==> config.mk <==
export PLATFORM = sky130hd
export DESIGN_NAME = mem_dump_reader
export DESIGN_NICKNAME = d
export VERILOG_FILES = /design/src/rtl/mem_reinit_pkg.sv /design/src/rtl/rd_skid_fifo.sv /design/src/rtl/mem_dump_reader.sv
export SDC_FILE = /design/constraint.sdc
export NUM_CORES = 1
export LEC_CHECK = 0
export ABC_AREA = 0
export CAP_MARGIN = 10
export CORE_ASPECT_RATIO = 0.75
export CORE_UTILIZATION = 54
export CTS_BUF_LIST = sky130_fd_sc_hd__clkbuf_4
export DETAILED_ROUTE_END_ITERATION = 8
export DONT_BUFFER_PORTS = 1
export PLACE_DENSITY_LB_ADDON = 0.25
export SLEW_MARGIN = 10
export SYNTH_ARGS = -nofsm -noshare
export SYNTH_HDL_FRONTEND = slang
export SYNTH_SLANG_ARGS = --single-unit
==> constraint.sdc <==
create_clock -name clk -period 4.2 [get_ports clk]
set_input_delay 0.84 -clock clk [delete_from_list [all_inputs] [get_ports clk]]
set_output_delay 0.84 -clock clk [all_outputs]
set_load 0.005 [all_outputs]
==> src/rtl/mem_reinit_pkg.sv <==
// Shared types and defaults for the BRAM reinit/readback blocks.
package mem_reinit_pkg;

  localparam int unsigned DefDepthMem = 32768;
  localparam int unsigned DefWidMem   = 1;

  typedef enum logic [1:0] {
    StIdle,
    StRun,
    StDrain,
    StDone
  } state_e;

  // Address width for a memory of the given depth (at least one bit).
  function automatic int unsigned addr_width(input int unsigned depth);
    return (depth > 1) ? $clog2(depth) : 1;
  endfunction

endpackage

==> src/rtl/rd_skid_fifo.sv <==
// Two-entry FIFO holding captured read words ({last, addr, data}) ahead of the stream port.
module rd_skid_fifo #(
  parameter int unsigned Width = 8
) (
  input  logic             i_clk,
  input  logic             i_rst_n,
  input  logic             i_push,
  input  logic [Width-1:0] i_data,
  input  logic             i_pop,
  output logic [Width-1:0] o_data,
  output logic [1:0]       o_count
);

  logic [Width-1:0] r_mem [2];
  logic             r_wr_ptr;
  logic             r_rd_ptr;
  logic [1:0]       r_count;
  logic             w_push;
  logic             w_pop;

  assign w_pop  = i_pop && (r_count != 2'd0);
  // A full FIFO can still take a push when the head leaves in the same cycle.
  assign w_push = i_push && ((r_count != 2'd2) || w_pop);

  // Storage, pointers and occupancy.
  always_ff @(posedge i_clk or negedge i_rst_n) begin
    if (!i_rst_n) begin
      r_mem[0] <= '0;
      r_mem[1] <= '0;
      r_wr_ptr <= 1'b0;
      r_rd_ptr <= 1'b0;
      r_count  <= 2'd0;
    end else begin
      if (w_push) begin
        r_mem[r_wr_ptr] <= i_data;
        r_wr_ptr        <= ~r_wr_ptr;
      end
      if (w_pop) begin
        r_rd_ptr <= ~r_rd_ptr;
      end
      unique case ({w_push, w_pop})
        2'b10:   r_count <= r_count + 2'd1;
        2'b01:   r_count <= r_count - 2'd1;
        default: r_count <= r_count;
      endcase
    end
  end

  assign o_data  = r_mem[r_rd_ptr];
  assign o_count = r_count;

endmodule

==> src/rtl/mem_dump_reader.sv <==
// Sweeps an address window of a 1-cycle-latency BRAM and streams the words out with backpressure.
// Optional: define DUMP_CHECKSUM_EN to add a 16-bit running checksum output of delivered words.
module mem_dump_reader
  import mem_reinit_pkg::*;
#(
  parameter int unsigned WID_MEM   = DefWidMem,
  parameter int unsigned DEPTH_MEM = DefDepthMem,
  localparam int unsigned ADDR_W   = addr_width(DEPTH_MEM)
) (
  input  logic              clk,
  input  logic              reset,
  input  logic              start,
  input  logic [ADDR_W-1:0] start_addr,
  input  logic [ADDR_W:0]   len,
  output logic [ADDR_W-1:0] raddr,
  input  logic [WID_MEM-1:0] rdata,
  output logic              m_valid,
  input  logic              m_ready,
  output logic [WID_MEM-1:0] m_data,
  output logic [ADDR_W-1:0] m_addr,
  output logic              m_last,
  output logic              busy,
  output logic              done
`ifdef DUMP_CHECKSUM_EN
  ,
  output logic [15:0]       checksum
`endif
);

  localparam int unsigned FifoW = 1 + ADDR_W + WID_MEM;
  localparam logic [ADDR_W-1:0] LastAddr = ADDR_W'(DEPTH_MEM - 1);
  localparam logic [ADDR_W:0]   LenOne   = (ADDR_W + 1)'(1);

  state_e            r_state;
  logic [ADDR_W-1:0] r_next_addr;
  logic [ADDR_W:0]   r_remaining;
  logic              r_busy;
  logic              r_done;
  logic              r_inflight;
  logic              r_inflight_last;
  logic [ADDR_W-1:0] r_raddr;

  logic [1:0]        w_fifo_count;
  logic [FifoW-1:0]  w_fifo_head;
  logic              w_pop;
  logic [2:0]        w_occupancy;
  logic              w_issue;
  logic [ADDR_W-1:0] w_next_addr_inc;

  assign m_valid = (w_fifo_count != 2'd0);
  assign w_pop   = m_valid && m_ready;

  // Words that will occupy the buffer after this cycle: buffered + arriving - leaving.
  assign w_occupancy = {1'b0, w_fifo_count} + {2'b00, r_inflight} - {2'b00, w_pop};
  assign w_issue     = (r_state == StRun) && (r_remaining != '0) && (w_occupancy < 3'd2);

  assign w_next_addr_inc = (r_next_addr == LastAddr) ? '0 : r_next_addr + ADDR_W'(1);

  // The issuing address reaches memory in the issue cycle; otherwise the last one is held.
  assign raddr = w_issue ? r_next_addr : r_raddr;

  // Control FSM: window capture, read sequencing, drain and completion pulse.
  always_ff @(posedge clk or negedge reset) begin
    if (!reset) begin
      r_state     <= StIdle;
      r_next_addr <= '0;
      r_remaining <= '0;
      r_busy      <= 1'b0;
      r_done      <= 1'b0;
    end else begin
      r_done <= 1'b0;
      unique case (r_state)
        StIdle: begin
          if (start) begin
            if (len != '0) begin
              r_state     <= StRun;
              r_next_addr <= start_addr;
              r_remaining <= len;
              r_busy      <= 1'b1;
            end else begin
              r_state <= StDone;
              r_done  <= 1'b1;
            end
          end
        end
        StRun: begin
          if (w_issue) begin
            r_next_addr <= w_next_addr_inc;
            r_remaining <= r_remaining - LenOne;
          end else if (r_remaining == '0) begin
            r_state <= StDrain;
          end
        end
        StDrain: begin
          if ((w_fifo_count == 2'd0) && !r_inflight) begin
            r_state <= StDone;
            r_done  <= 1'b1;
            r_busy  <= 1'b0;
          end
        end
        StDone: begin
          r_state <= StIdle;
        end
        default: begin
          r_state <= StIdle;
        end
      endcase
    end
  end

  // In-flight read tracking: remembers address and last flag for the word arriving next cycle.
  always_ff @(posedge clk or negedge reset) begin
    if (!reset) begin
      r_inflight      <= 1'b0;
      r_inflight_last <= 1'b0;
      r_raddr         <= '0;
    end else begin
      r_inflight <= w_issue;
      if (w_issue) begin
        r_raddr         <= r_next_addr;
        r_inflight_last <= (r_remaining == LenOne);
      end
    end
  end

  rd_skid_fifo #(
    .Width (FifoW)
  ) u_fifo (
    .i_clk   (clk),
    .i_rst_n (reset),
    .i_push  (r_inflight),
    .i_data  ({r_inflight_last, r_raddr, rdata}),
    .i_pop   (w_pop),
    .o_data  (w_fifo_head),
    .o_count (w_fifo_count)
  );

  assign {m_last, m_addr, m_data} = w_fifo_head;
  assign busy = r_busy;
  assign done = r_done;

`ifdef DUMP_CHECKSUM_EN
  logic [15:0] r_checksum;

  // Running 16-bit sum of delivered words, restarted on each accepted start.
  always_ff @(posedge clk or negedge reset) begin
    if (!reset) begin
      r_checksum <= '0;
    end else if ((r_state == StIdle) && start) begin
      r_checksum <= '0;
    end else if (w_pop) begin
      r_checksum <= r_checksum + 16'(m_data);
    end
  end

  assign checksum = r_checksum;
`endif

endmodule

# Yosys cells after proc, flatten, opt, wreduce, memory -nomap -nowiden
# Index checks and enable logic that the tools add are counted.
totals:
  out_inout_bits: 35
  reg_bits: 90
  inputBits: 36
  wordCells: 93
classes:
  reduce_logical: 21
  n_bitwise: 4
  n_lt_le_gt_ge: 4
  mux: 31
  eq_ne: 14
  addsub: 6
op_table:
  columns: ["op", "n"]
  rows:
  - ["$mux W15", 5]
  - ["$mux W17", 4]
  - ["$mux W16", 3]
  - ["$bwmux W34", 1]
  - ["$pmux W16 S2", 1]
  - ["$reduce_bool A16 Y1", 2]
  - ["$pmux W15 S2", 1]
  - ["$demux W17 S1", 1]
  - ["$eq A16 B1 Y1 const B", 1]
  - ["$logic_not A16 Y1", 1]
  - ["$sub A16 B1 Y16 const B", 1]
  - ["$add A15 B1 Y15 const B", 1]
  - ["$eq A15 B15 Y1 const B", 1]
  - ["$ne A2 B2 Y1 const B", 6]
  - ["$reduce_and A4 Y1", 3]
  - ["$mux W2", 5]
  - ["$pmux W2 S4", 1]
  - ["$reduce_bool A2 Y1", 4]
  - ["$logic_and A1 B1 Y1", 7]
  - ["$eq A2 B2 Y1 const B", 3]
  - ["$mux W1", 6]
  - ["$eq A2 B1 Y1 const B", 2]
  - ["$ge A2 B2 Y1 const B", 2]
  - ["$logic_not A2 Y1", 2]
  - ["other kinds (13)", 16]

# Longest topological paths before layout
# Gate-level depths: netlist (run 1).
depth:
  depth_word: 7
  ltp_mapped: 13
  depth_no_buf: 11

# Modules after synthesis
# Synthesis (run 1) repeated with hierarchy kept, for this count alone.
unflattened:
  cells_unflattened: 449
  area_unflattened_um2: 4879.7
modules_own_cells:
  columns: ["module", "area_per_inst_um2", "seq_area_each_um2", "instances", "cells_each"]
  rows:
  - ["mem_dump_reader", 3156.8, 1301.2, 1, 343]
  - ["rd_skid_fifo", 1722.9, 950.9, 1, 106]

# Worst setup path after synthesis (run 1)
# OpenSTA, ideal clock, no wires.
synth_timing:
  kind: "in2out"
  startpoint: "input port m_ready"
  endpoint: "output port raddr[10]"
  t_required_ps: 3360
  n_path_buf: 2
  arrival_ps: 3012
  cell_stages: 11
  slack_ps: 348
  cell_sequence: "and2_1 > ha_1 > nand2b_1 > fa_1 > xnor2_1 > and3_1 > clkbuf_1 > nand2_1 > inv_1 > buf_2 > mux2_2"
synth_between:
  elab_chain_len: 5
synth_rtl:
  columns: ["element", "line_no", "source"]
  rows:
  - ["start, declared", "mem_dump_reader.sv:18", "input logic m_ready,"]
  - ["$logic_and A1 B1 Y1", "mem_dump_reader.sv:51", "assign w_pop = m_valid && m_ready;"]
  - ["$sub A3 B1 Y3", "mem_dump_reader.sv:54", "assign w_occupancy = {1'b0, w_fifo_count} + {2'b00, r_inflight} - {2'b00, w_pop};"]
  - ["$lt A3 B2 Y1", "mem_dump_reader.sv:55", "assign w_issue = (r_state == StRun) && (r_remaining != '0) && (w_occupancy < 3'd2);"]
  - ["$logic_and A1 B1 Y1", "mem_dump_reader.sv:55", null]
  - ["named net w_issue", "mem_dump_reader.sv:47", "logic w_issue;"]
  - ["$mux W15", null, null]
  - ["end, declared", "mem_dump_reader.sv:15", "output logic [ADDR_W-1:0] raddr,"]
# The timed path passes the listed nets, and every way through them passes these cells.

# Worst setup path in the final report (run 1)
layout_timing:
  startpoint: "register u_fifo.r_count[1], in the netlist u_fifo.o_count[1]"
  endpoint: "output port raddr[0]"
layout_between:
  elab_chain_len: 6
  elab_cells_between_ends: 7
  cone_classes: "add/sub (2); order compare (1); mux (1); reduce/logical (3)"
layout_rtl:
  columns: ["element", "line_no", "source"]
  rows:
  - ["start, declared", "rd_skid_fifo.sv:17", "logic [1:0] r_count;"]
  - ["start signal, assigned", "rd_skid_fifo.sv:42", "2'b10: r_count <= r_count + 2'd1;"]
  - ["start signal, assigned", "rd_skid_fifo.sv:43", "2'b01: r_count <= r_count - 2'd1;"]
  - ["start signal, assigned", "rd_skid_fifo.sv:44", "default: r_count <= r_count;"]
  - ["$reduce_bool A2 Y1", "mem_dump_reader.sv:50", "assign m_valid = (w_fifo_count != 2'd0);"]
  - ["named net m_valid", "mem_dump_reader.sv:17", "output logic m_valid,"]
  - ["$logic_and A1 B1 Y1", "mem_dump_reader.sv:51", null]
  - ["$sub A3 B1 Y3", "mem_dump_reader.sv:54", null]
  - ["$lt A3 B2 Y1", "mem_dump_reader.sv:55", null]
  - ["$logic_and A1 B1 Y1", "mem_dump_reader.sv:55", null]
  - ["$mux W15", null, null]
# The timed path passes the listed nets, and every way through them passes these cells.

==> qor.csv, run 1 <==
metric,value,unit
area of the mapped netlist,4820,um^2
share of synthesized area occupied by flip-flops and latches,46.7,%
count of flip-flops with a built-in enable after synthesis,0,
Setup crit end kind,primary output,
number of pins with negative max-slew slack in the final report,0,
Worst Path Required,3.36,ns
number of rows created at floorplan,29,
leakage power summed over all cells,2.16,nW
Synth cell types,56,
CP max stage delay,0.41,ns
layout net count,495,
end of the worst register-to-register path,r_next_addr[0]$_DFFE_PN0P_,
Final ANT Viol Nets,0,
Port Buffers,0,
final sum of negative setup slack,0,ns
max-cap violation count,0,
via count,3733,
Clock Sinks,90,
failing checks,design-rule violations,
DRC violations left,10,
Starting Density,56.3,%
IO Pins,71,
maximum number of pins on one net before global-route repair,91,
Clock Skews,0.0129,ns
"Critical Path, Cell by Cell",or2_2 > and2_4 > ha_1 > nand2b_1 > fa_1 > xnor2_1 > and3_4 > nand2_4 > clkinvlp_4 > mux2_2,
arrival time of the worst setup path,3.20,ns
"most common cell after layout, fill and taps aside",sky130_fd_sc_hd__dfrtp_1,
Detailed Place HPWL,8290,um
share of post-route cells with drive strength above 1,23.2,%
placeable core region,8560,um^2
maximum clock insertion buffer count,2,
crit-path leading delay family,simple AND/OR/NAND/NOR gates,
Die Span Y,83.8,um
Area contributors post-synth,"sky130_fd_sc_hd__dfrtp_1 47%, sky130_fd_sc_hd__mux2_2 14%, sky130_fd_sc_hd__ha_1 2.3%, sky130_fd_sc_hd__nand2_1 2.0%, sky130_fd_sc_hd__nor2_1 2.0%",
power after layout,0.00417,W
synthesized instance count,452,
"Reg clk slew, reported paths",0.14,ns
area share of the largest cell type after synthesis,46.7,%
switch share,42.5,%
detail-routed net length per standard cell,21.8,um
die extent in x,111,um
synthesized area per cell,10.7,um^2
number of cells on the worst reg-to-reg path,11,
Area growth syn-to-layout,5.66,%
number of antenna violations at the first check in global routing,0,
H-tree depth,3,
vias per inst,6.67,
combinational share of power,48.0,%
global-route wire length before repair,19200,um
result of the run,"complete, but fails checks",
worst path buffer plus inverter count,1,
Crit Reg-Reg Startpoint,u_fifo.o_count[1]$_DFFE_PN0P_,
Yosys warnings,0,
clock group share of total power,12.5,%
Crit path depth,10,
total routed wirelength,12200,um
setup slack of the worst register-to-register path,0.76,ns
total net switching power,0.00177,W
initial drt markers,455,
cell type with the largest total area after synthesis,sky130_fd_sc_hd__dfrtp_1,
top fanout value on the critical path,5,
Root Driver,sky130_fd_sc_hd__clkbuf_4,
slew of the pin with the lowest slew margin,1.01,ns
antenna diode count,0,
ratio of total power to cell area,818,nW/um^2
most frequent cells in the layout,"90 x sky130_fd_sc_hd__dfrtp_1, 60 x sky130_fd_sc_hd__mux2_2, 26 x sky130_fd_sc_hd__nor2_1, 25 x sky130_fd_sc_hd__nand2_1, 21 x sky130_fd_sc_hd__inv_1",
Peak Freq,0.247,GHz
Setup Crit Path Kind,reg2out,
area of the die,9310,um^2
net count after synthesis,498,
synthesis-stage register bit count,90,
worst ir drop on vdd,367,uV
number of global-route vias before repair,3620,
fin crit share,96.3,%
path type of the worst min-delay path,in2async,
total congestion overflow,0,
count of final setup violators,0,
slowest CP cell,sky130_fd_sc_hd__dfrtp_1,
TritonCTS clock tree,built,
part of the total power dissipated in sequential elements,39.5,%
Max-Slew Margin vs Limit,31.8,%
fraction of registers with async set or reset after synthesis,100,%
Internal Dissipation,0.00240,W
clock latency at the later pin of the worst-skew pair,0.43,ns
detailed-router iteration count before antenna repair,7,
Final Critical Period,4.04,ns
"Hold Violations, Final",0,
all-layer global routing usage,26.9,%
Final GP Congestion,0.875,
number of buffers added by the clock tree synthesis step,9,
most common flop cell mapped by yosys,sky130_fd_sc_hd__dfrtp_1,
element type at the critical path start,register,
==> cell families after synthesis <==
family | Yosys count | synth area share (%)
xor gates and xnor gates | 6 | 1.09
and+or+nand+nor | 138 | 15.5
buffers and inverters | 48 | 4.34
AOI/OAI and AO/OA | 97 | 14.9
DFF | 90 | 46.7
muxes | 63 | 14.7
adders and majority gates | 10 | 2.75
==> power by group through the flow <==
stage | Sequential (W) | Combinational (W) | Clock [W]
final | 0.00165 | 0.00200 | 0.000520
after global routing | 0.00170 | 0.00217 | 0.000565
after CTS | 0.00164 | 0.00195 | 0.000530
after detailed placement | 0.00166 | 0.00190 | 0
after global placement | 0.00163 | 0.00183 | 0
after floorplan | 0.00149 | 0.00160 | 0
==> metal layers <==
layer / routed length, um / share of wire, % / GRT usage [%] / vias up
met1: 5500 / 45 / 38.5 / 1859
li1: - / - / - / 1685
met2: 5490 / 45 / 39.8 / 176
met5: 0 / 0 / 0 / -
met3: 1060 / 8.7 / 7.84 / 13
met4: 145 / 1.2 / 7.49 / 0
==> how the worst max path moves through the flow <==
stage                                              from         to  slack (ns)
after global routing      u_fifo.o_count[1]$_DFFE_PN0P_  raddr[12]       -0.01
final                     u_fifo.o_count[1]$_DFFE_PN0P_   raddr[0]        0.16
after detailed placement                        m_ready  raddr[11]        0.19
after floorplan                                 m_ready  raddr[10]        0.35
after CTS                 u_fifo.o_count[1]$_DFFE_PN0P_  raddr[11]        0.03
after global placement                          m_ready   raddr[6]        0.27
==> cell type report <==
cell class,count,area [um^2]
fill,715,3470
multi-input combinational,314,2380
sequential,90,2250
tap,108,135
timing repair buffer,11,90.1
inverter,22,86.3
clock buffer,10,75.1
clock inverter,4,68.8
timing repair inverter,1,7.51
==> Yosys cell counts, drive strengths merged (4+ instances only) <==
cell type and instances:
dfrtp 90, mux2 61, nand2 27, nor2 27, inv 22, o21ai 18, nand3 16, nor3 16
clkbuf 15, nor4 13, a31oi 12, buf 11, a21oi 10, ha 9, nand4 7, o221a 6
a22o 5, nand2b 5, o22ai 5, a211oi 4, a22oi 4, a32oi 4, o211ai 4, o2bb2ai 4
o32ai 4, or3 4, xnor2 4
==> timing repair <==
action / in CTS / in global routing
hold endpoints to repair: 0 / 0
gates cloned: 1 / 0
setup endpoints to repair: 8 / 11
pin swaps: 0 / 1
resized for setup: 7 / 3
hold buffers: 0 / 0
buffers inserted: 0 / 2
==> through the flow <==
step / hold slack, ns / instances / utilization, % / instance area, um^2 / worst slack [ns]
after floorplan: 0.462 / 452 / - / 4820 / 0.348
after global placement: 0.482 / 543 / 57.2 / 4900 / 0.269
after detailed placement: 0.492 / 543 / 57.2 / 4900 / 0.185
after CTS: 0.0640 / 558 / 59.2 / 5070 / 0.0342
after global routing: 0.0424 / 560 / 59.5 / 5090 / -0.00956
final: 0.0787 / 560 / 59.5 / 5090 / 0.156
==> registers in the layout (all words and copies together), names as in the netlist <==
name	flops
busy	1
done	1
r_inflight	1
r_inflight_last	1
r_next_addr	15
r_raddr	15
r_remaining	16
r_state	2
u_fifo.o_count	2
u_fifo.r_mem	34
u_fifo.r_rd_ptr	1
u_fifo.r_wr_ptr	1
No activity file was read; power rests on OpenSTA's default activity.
==> run 2, diff against run 1 <==
- ABC_AREA: 0 -> 1
- MAX_ROUTING_LAYER: unset -> met4
==> qor.csv, run 2 <==
metric,value,unit,change
result of the run,completed,,
net count after synthesis,761,,+53%
Crit Reg-Reg Startpoint,u_fifo.o_count[1]$_DFFE_PN0P_,,
slew of the pin with the lowest slew margin,1.11,ns,+0.0989 ns
worst path buffer plus inverter count,2,,+1
number of pins with negative max-slew slack in the final report,0,,unchanged
via count,4352,,+17%
worst setup path endpoint,raddr[8],,
Setup Crit Path Kind,reg2out,,
Worst Path Required,3.36,ns,about the same
launching instance or port of the critical path,u_fifo.o_count[1]$_DFFE_PN0P_,,
Max-Slew Margin vs Limit,25.6,%,-6.2 points
"Hold Violations, Final",0,,unchanged
count of flip-flops with a built-in enable after synthesis,0,,unchanged
number of filler instances in the final layout,904,,+26%
global-route wire length before repair,19100,um,-0.97%
area of the mapped netlist,5070,um^2,+5.1%
combinational share of power,49.8,%,+1.8 points
Starting Density,55.8,%,-0.50 points
element type at the critical path start,register,,
area share of the largest cell type after synthesis,44.4,%,-2.3 points
power after layout,0.00408,W,-2.1%
most common library cells after synthesis,"336 x sky130_fd_sc_hd__nand2_1, 90 x sky130_fd_sc_hd__dfrtp_1, 59 x sky130_fd_sc_hd__inv_1",,
fin crit share,95.4,%,-0.91 points
total non-filler cell area in the finished layout,5310,um^2,+4.3%
cell type with the largest total area after synthesis,sky130_fd_sc_hd__dfrtp_1,,
Area growth syn-to-layout,4.84,%,
antenna diode count,0,,unchanged
all-layer global routing usage,26.0,%,-0.85 points
TritonCTS clock tree,built,,
"most common cell after layout, fill and taps aside",sky130_fd_sc_hd__nand2_1,,
layout net count,756,,+53%
slowest CP cell,sky130_fd_sc_hd__fa_1,,
Clock Sinks,90,,unchanged
leakage power summed over all cells,2.78,nW,+29%
number of rows created at floorplan,30,,+3.4%
Setup crit end kind,primary output,,
detailed-router iteration count before antenna repair,5,,-2
H-tree depth,3,,unchanged
number of cells on the worst reg-to-reg path,14,,+3
Port Buffers,0,,unchanged
Internal Dissipation,0.00208,W,-13%
setup slack of the worst register-to-register path,0.91,ns,+0.15 ns
ratio of total power to cell area,767,nW/um^2,-6.2%
"Reg clk slew, reported paths",0.14,ns,about the same
max-cap violation count,0,,unchanged
Root Driver,sky130_fd_sc_hd__clkbuf_4,,
switch share,48.9,%,+6.4 points
number of buffers added by the clock tree synthesis step,9,,unchanged
clock group share of total power,12.1,%,-0.4 points
part of the total power dissipated in sequential elements,38.1,%,-1.4 points
number of buffers inserted by hold repair at cts,0,,unchanged
Clock Skews,0.0184,ns,+0.00552 ns
number of flip-flops under the largest register name,34,,unchanged
Peak Freq,0.250,GHz,+0.95%
detail-routed net length per standard cell,14.1,um,-35%
Regs by FF count,"u_fifo.r_mem x34, r_remaining x16",,
die extent in x,114,um,+2.5%
number of global-route vias before repair,3926,,+8.5%
count of final setup violators,0,,unchanged
Area contributors post-synth,"sky130_fd_sc_hd__dfrtp_1 44%, sky130_fd_sc_hd__nand2_1 25%, sky130_fd_sc_hd__o21ai_0 4.8%, sky130_fd_sc_hd__inv_1 4.4%, sky130_fd_sc_hd__nor2_1 3.9%",,
maximum number of pins on one net before global-route repair,91,,unchanged
most numerous cell in the Yosys netlist,sky130_fd_sc_hd__nand2_1,,
unrepaired setup endpoints after global routing,true,,
area taken by flip-flops and latches,2250,um^2,unchanged
synthesized instance count,715,,+58%
fraction of registers with async set or reset after synthesis,100,%,unchanged
share of synthesized area occupied by flip-flops and latches,44.4,%,-2.3 points
total routed wirelength,11900,um,-2.6%
top fanout value on the critical path,7,,+2
register bank with the most flops,u_fifo.r_mem,,
worst ir drop on vdd,289,uV,-21%
vias per inst,5.16,,-23%
synthesized area per cell,7.09,um^2,-34%
Crit path depth,11,,+1
DRC violations left,0,,-10
Final ANT Viol Nets,0,,unchanged
synthesis-stage register bit count,90,,unchanged
total net switching power,0.00199,W,+13%
arrival time of the worst setup path,3.17,ns,-0.03 ns
number of antenna violations at the first check in global routing,0,,unchanged
Final Critical Period,4.01,ns,-0.0382 ns
crit-path leading delay family,simple AND/OR/NAND/NOR gates,,
path type of the worst min-delay path,in2async,,
Yosys warnings,0,,unchanged
Final GP Congestion,0.878,,+0.32%
placeable core region,9080,um^2,+6.1%
CP max stage delay,0.49,ns,+0.08 ns
most frequent cells in the layout,"336 x sky130_fd_sc_hd__nand2_1, 90 x sky130_fd_sc_hd__dfrtp_1, 59 x sky130_fd_sc_hd__inv_1, 51 x sky130_fd_sc_hd__nor2_1, 46 x sky130_fd_sc_hd__o21ai_0",,
most common flop cell mapped by yosys,sky130_fd_sc_hd__dfrtp_1,,
clock latency at the later pin of the worst-skew pair,0.46,ns,+0.03 ns
Die Span Y,85.9,um,+2.5%
total congestion overflow,0,,unchanged
share of post-route cells with drive strength above 1,8.67,%,-15 points
initial drt markers,345,,-24%
area of combinational cells with multiple inputs,2470,um^2,+4.0%
Placed Instance Area,5130,um^2,+4.8%
IO Pins,71,,unchanged
area of the die,9780,um^2,+5.0%
Synth cell types,32,,-43%
"most used cell, CP",sky130_fd_sc_hd__nand2_4,,
"Critical Path, Cell by Cell",inv_2 > nand2_4 > nand2_4 > inv_1 > ha_1 > or2_2 > fa_1 > nand2_1 > nor2_4 > nand3_4 > o21ai_0,,
Detailed Place HPWL,8070,um,-2.7%
end of the worst register-to-register path,r_next_addr[13]$_DFFE_PN0P_,,
maximum clock insertion buffer count,2,,unchanged
## run 2: worst min path at each step
stage / start / to / slack [ns] / cells past startpoint
2_1_floorplan: u_fifo.r_mem[15]$_DFFE_PN0P_ / u_fifo.r_mem[15]$_DFFE_PN0P_ / 0.45 / 2
3_3_place_gp: u_fifo.r_mem[20]$_DFFE_PN0P_ / u_fifo.r_mem[20]$_DFFE_PN0P_ / 0.46 / 2
3_5_place_dp: u_fifo.r_mem[25]$_DFFE_PN0P_ / u_fifo.r_mem[25]$_DFFE_PN0P_ / 0.47 / 2
4_1_cts: reset / busy$_DFFE_PN0P_ / 0.03 / 0
5_1_grt: reset / u_fifo.o_count[0]$_DFFE_PN0P_ / 0.008 / 0
6_report: reset / busy$_DFFE_PN0P_ / 0.06 / 0
## run 2: layout make-up
type | instances | share of cell area, %
Clock buffer | 10 | 1.41
Timing Repair Buffer | 6 | 0.848
Inverter | 64 | 4.57
Clock inverter | 6 | 1.22
Tap cell | 128 | 3.01
Multi-Input combinational cell | 539 | 46.5
Sequential cell | 90 | 42.4
## run 2: cell families (layout without fill, tap and decap cells)
| kind of cell | after synthesis | in the layout | synth area share, % |
|---|---|---|---|
| AND/OR/NAND/NOR | 448 | 450 | 35.8 |
| adder cells (fa/ha/maj) | 10 | 10 | 2.62 |
| AO/OA/AOI/OAI | 72 | 72 | 8.47 |
| flip-flops | 90 | 90 | 44.4 |
| XOR/XNOR | 7 | 7 | 1.21 |
| buffers and inverters | 88 | 86 | 7.46 |
## run 2: per-stage QoR
stage	setup slack [ns]	util, %	cells	hold WS [ns]	TNS [ns]
floorplan	0.658	-	715	0.453	0
global placement	0.464	56.5	824	0.464	0
detailed placement	0.448	56.5	824	0.469	0
CTS	0.116	58.0	840	0.0265	0
global route	-0.0257	58.5	843	0.00814	-0.0916
finish	0.194	58.5	843	0.0552	0
## run 2: metal layers
layer	global-route usage [%]	part of all wire, %	up-vias
met5	-	0	-
met2	38.5	45	134
met1	36.3	46	2000
li1	-	-	2207
met4	4.72	0.82	0
met3	7.00	7.6	11
## run 2: repair_timing
action / in CTS / in global routing
setup endpoints to repair: 0 / 15
resized for setup: 0 / 6
setup buffers: 0 / 1
## run 2: worst reg2reg max path: stages, from the launching register on
cell and delay [ns]:
sky130_fd_sc_hd__dfrtp_1 0.46, sky130_fd_sc_hd__inv_2 0.14, sky130_fd_sc_hd__nand2_4 0.07, sky130_fd_sc_hd__nand2_4 0.07, sky130_fd_sc_hd__inv_1 0.06, sky130_fd_sc_hd__ha_1 0.28
sky130_fd_sc_hd__or2_2 0.30, sky130_fd_sc_hd__fa_1 0.49, sky130_fd_sc_hd__nand2_1 0.09, sky130_fd_sc_hd__nor2_4 0.21, sky130_fd_sc_hd__nand3_4 0.23, sky130_fd_sc_hd__nand2_1 0.14
sky130_fd_sc_hd__nand2_2 0.39, sky130_fd_sc_hd__nand2_1 0.21, sky130_fd_sc_hd__nand2_1 0.07
## run 2: power groups by stage
stage,registers [W],logic (W),clock network [W]
2_1_floorplan,0.00148,0.00161,0
3_3_place_gp,0.00155,0.00190,0
3_5_place_dp,0.00156,0.00196,0
4_1_cts,0.00155,0.00197,0.000510
5_1_grt,0.00160,0.00233,0.000539
6_report,0.00155,0.00203,0.000493
==> run 3, diff against run 2 <==
- REMOVE_ABC_BUFFERS: unset -> 1
==> qor.csv, run 3 (same netlist as run 2, synthesis figures left out) <==
metric,value,unit,change
detail-routed net length per standard cell,14.7,um,+4.4%
power after layout,0.00420,W,+2.9%
Starting Density,55.8,%,unchanged
antenna diode count,0,,unchanged
Area growth syn-to-layout,5.83,%,
"Reg clk slew, reported paths",0.14,ns,about the same
share of post-route cells with drive strength above 1,9.07,%,+0.39 points
"Hold Violations, Final",0,,unchanged
ratio of total power to cell area,782,nW/um^2,+2.0%
IO Pins,71,,unchanged
Final ANT Viol Nets,0,,unchanged
number of rows created at floorplan,30,,unchanged
TritonCTS clock tree,built,,
area taken by flip-flops and latches,2250,um^2,unchanged
leakage power summed over all cells,2.81,nW,+0.94%
all-layer global routing usage,27.2,%,+1.2 points
number of antenna violations at the first check in global routing,0,,unchanged
Setup crit end kind,primary output,,
top fanout value on the critical path,6,,-1
area of the die,9780,um^2,unchanged
path type of the worst min-delay path,in2async,,
register bank with the most flops,u_fifo.r_mem,,
detailed-router iteration count before antenna repair,8,,+3
result of the run,completed,,
maximum number of pins on one net before global-route repair,91,,unchanged
number of flip-flops under the largest register name,34,,unchanged
total congestion overflow,0,,unchanged
element type at the critical path start,register,,
Port Buffers,0,,unchanged
DRC violations left,0,,unchanged
clock latency at the later pin of the worst-skew pair,0.45,ns,about the same
Max-Slew Margin vs Limit,51.5,%,+26 points
Inst Count DP,824,,unchanged
Final Critical Period,4.10,ns,+0.0921 ns
worst slack at placement,0.349,ns,-0.0986 ns
fin crit share,97.6,%,+2.2 points
number of buffers added by the clock tree synthesis step,9,,unchanged
Clock Sinks,90,,unchanged
most frequent cells in the layout,"336 x sky130_fd_sc_hd__nand2_1, 90 x sky130_fd_sc_hd__dfrtp_1, 59 x sky130_fd_sc_hd__inv_1, 51 x sky130_fd_sc_hd__nor2_1, 37 x sky130_fd_sc_hd__o21ai_0",,
initial drt markers,455,,+32%
slew of the pin with the lowest slew margin,0.723,ns,-0.389 ns
final sum of negative setup slack,0,ns,unchanged
count of final setup violators,0,,unchanged
Final GP Congestion,0.879,,about the same
number of global-route vias before repair,3962,,+0.92%
Peak Freq,0.244,GHz,-2.2%
Setup Crit Path Kind,reg2out,,
global-route wire length before repair,19800,um,+4.1%
layout net count,758,,+0.26%
maximum clock insertion buffer count,2,,unchanged
final critical-path setup slack,0.102,ns,-0.0921 ns
Die Span Y,85.9,um,unchanged
worst ir drop on vdd,316,uV,+9.6%
area of combinational cells with multiple inputs,2480,um^2,+0.15%
Crit Reg-Reg Startpoint,u_fifo.o_count[1]$_DFFE_PN0P_,,
number of filler instances in the final layout,850,,-6.0%
Root Driver,sky130_fd_sc_hd__clkbuf_4,,
final non-filler cell total,845,,+0.24%
arrival time of the worst setup path,3.26,ns,+0.09 ns
Clock Skews,0.0126,ns,-0.00577 ns
placeable core region,9080,um^2,unchanged
launching instance or port of the critical path,u_fifo.o_count[1]$_DFFE_PN0P_,,
total routed wirelength,12400,um,+4.7%
Hold Slack,0.0616,ns,+0.00647 ns
max-cap violation count,0,,unchanged
via count,4450,,+2.3%
H-tree depth,3,,unchanged
unrepaired setup endpoints after global routing,true,,
vias per inst,5.27,,+2.0%
"most common cell after layout, fill and taps aside",sky130_fd_sc_hd__nand2_1,,
Regs by FF count,"u_fifo.r_mem x34, r_remaining x16",,
Detailed Place HPWL,8250,um,+2.3%
number of pins with negative max-slew slack in the final report,0,,unchanged
Worst Path Required,3.36,ns,about the same
die extent in x,114,um,unchanged
## run 3: path summary, 6_finish.rpt
kind	end	slack [ns]	cells past startpoint
setup / recovery	raddr[4]	0.10	11
hold / removal	u_fifo.r_rd_ptr$_DFFE_PN0P_	0.06	0
setup reg to reg	r_remaining[9]$_DFFE_PN0P_	0.90	14
hold reg to reg	u_fifo.r_mem[22]$_DFFE_PN0P_	0.50	2
max in group asynchronous	r_remaining[3]$_DFFE_PN0P_	3.96	0
min in group clk	u_fifo.r_mem[22]$_DFFE_PN0P_	0.50	2
## run 3: power breakdown
group          internal [W]  switching (W)  total (W)
clock              0.000254       0.000290   0.000544
sequential          0.00124       0.000312    0.00156
combinational      0.000665        0.00143    0.00209
## run 3: critical path, cell delays in order, from the launching register on
cell and delay (ns):
sky130_fd_sc_hd__dfrtp_1 0.45, sky130_fd_sc_hd__inv_2 0.13, sky130_fd_sc_hd__nand2_4 0.08, sky130_fd_sc_hd__nand2_4 0.07, sky130_fd_sc_hd__inv_1 0.07, sky130_fd_sc_hd__ha_1 0.29, sky130_fd_sc_hd__or2_2 0.31, sky130_fd_sc_hd__fa_1 0.50
sky130_fd_sc_hd__nand2_1 0.09, sky130_fd_sc_hd__nor2_4 0.21, sky130_fd_sc_hd__nand3_2 0.26, sky130_fd_sc_hd__o21ai_0 0.35
## run 3: metal layers
| metal | vias to the layer above | routed length [um] | track usage, % |
|---|---|---|---|
| met3 | 10 | 848 | 6.15 |
| met4 | 0 | 127 | 6.38 |
| met5 | - | 0 | - |
| met2 | 145 | 5420 | 39.8 |
| li1 | 2213 | - | - |
| met1 | 2082 | 6030 | 38.5 |
## run 3: stage by stage
stage | util [%] | area [um^2]
after global routing | 59.0 | 5360
after global placement | 56.5 | 5130
after detailed placement | 56.5 | 5130
after CTS | 58.3 | 5290
after floorplan | - | 4930
final | 59.0 | 5360
## run 3: cell type report
type	count	area share, %
multi-input cells	539	46.2
flip-flops and latches	90	42.0
inverters	64	4.57
well taps	128	2.99
clock buffers	11	1.54
clock inverters	5	1.47
repair buffers	8	1.26
## run 3: timing repair
action                                  in CTS  in global routing
gates resized for setup                      0                 17
setup buffers                                0                  2
endpoints found under the setup margin       0                 15
hold buffers                                 0                  0
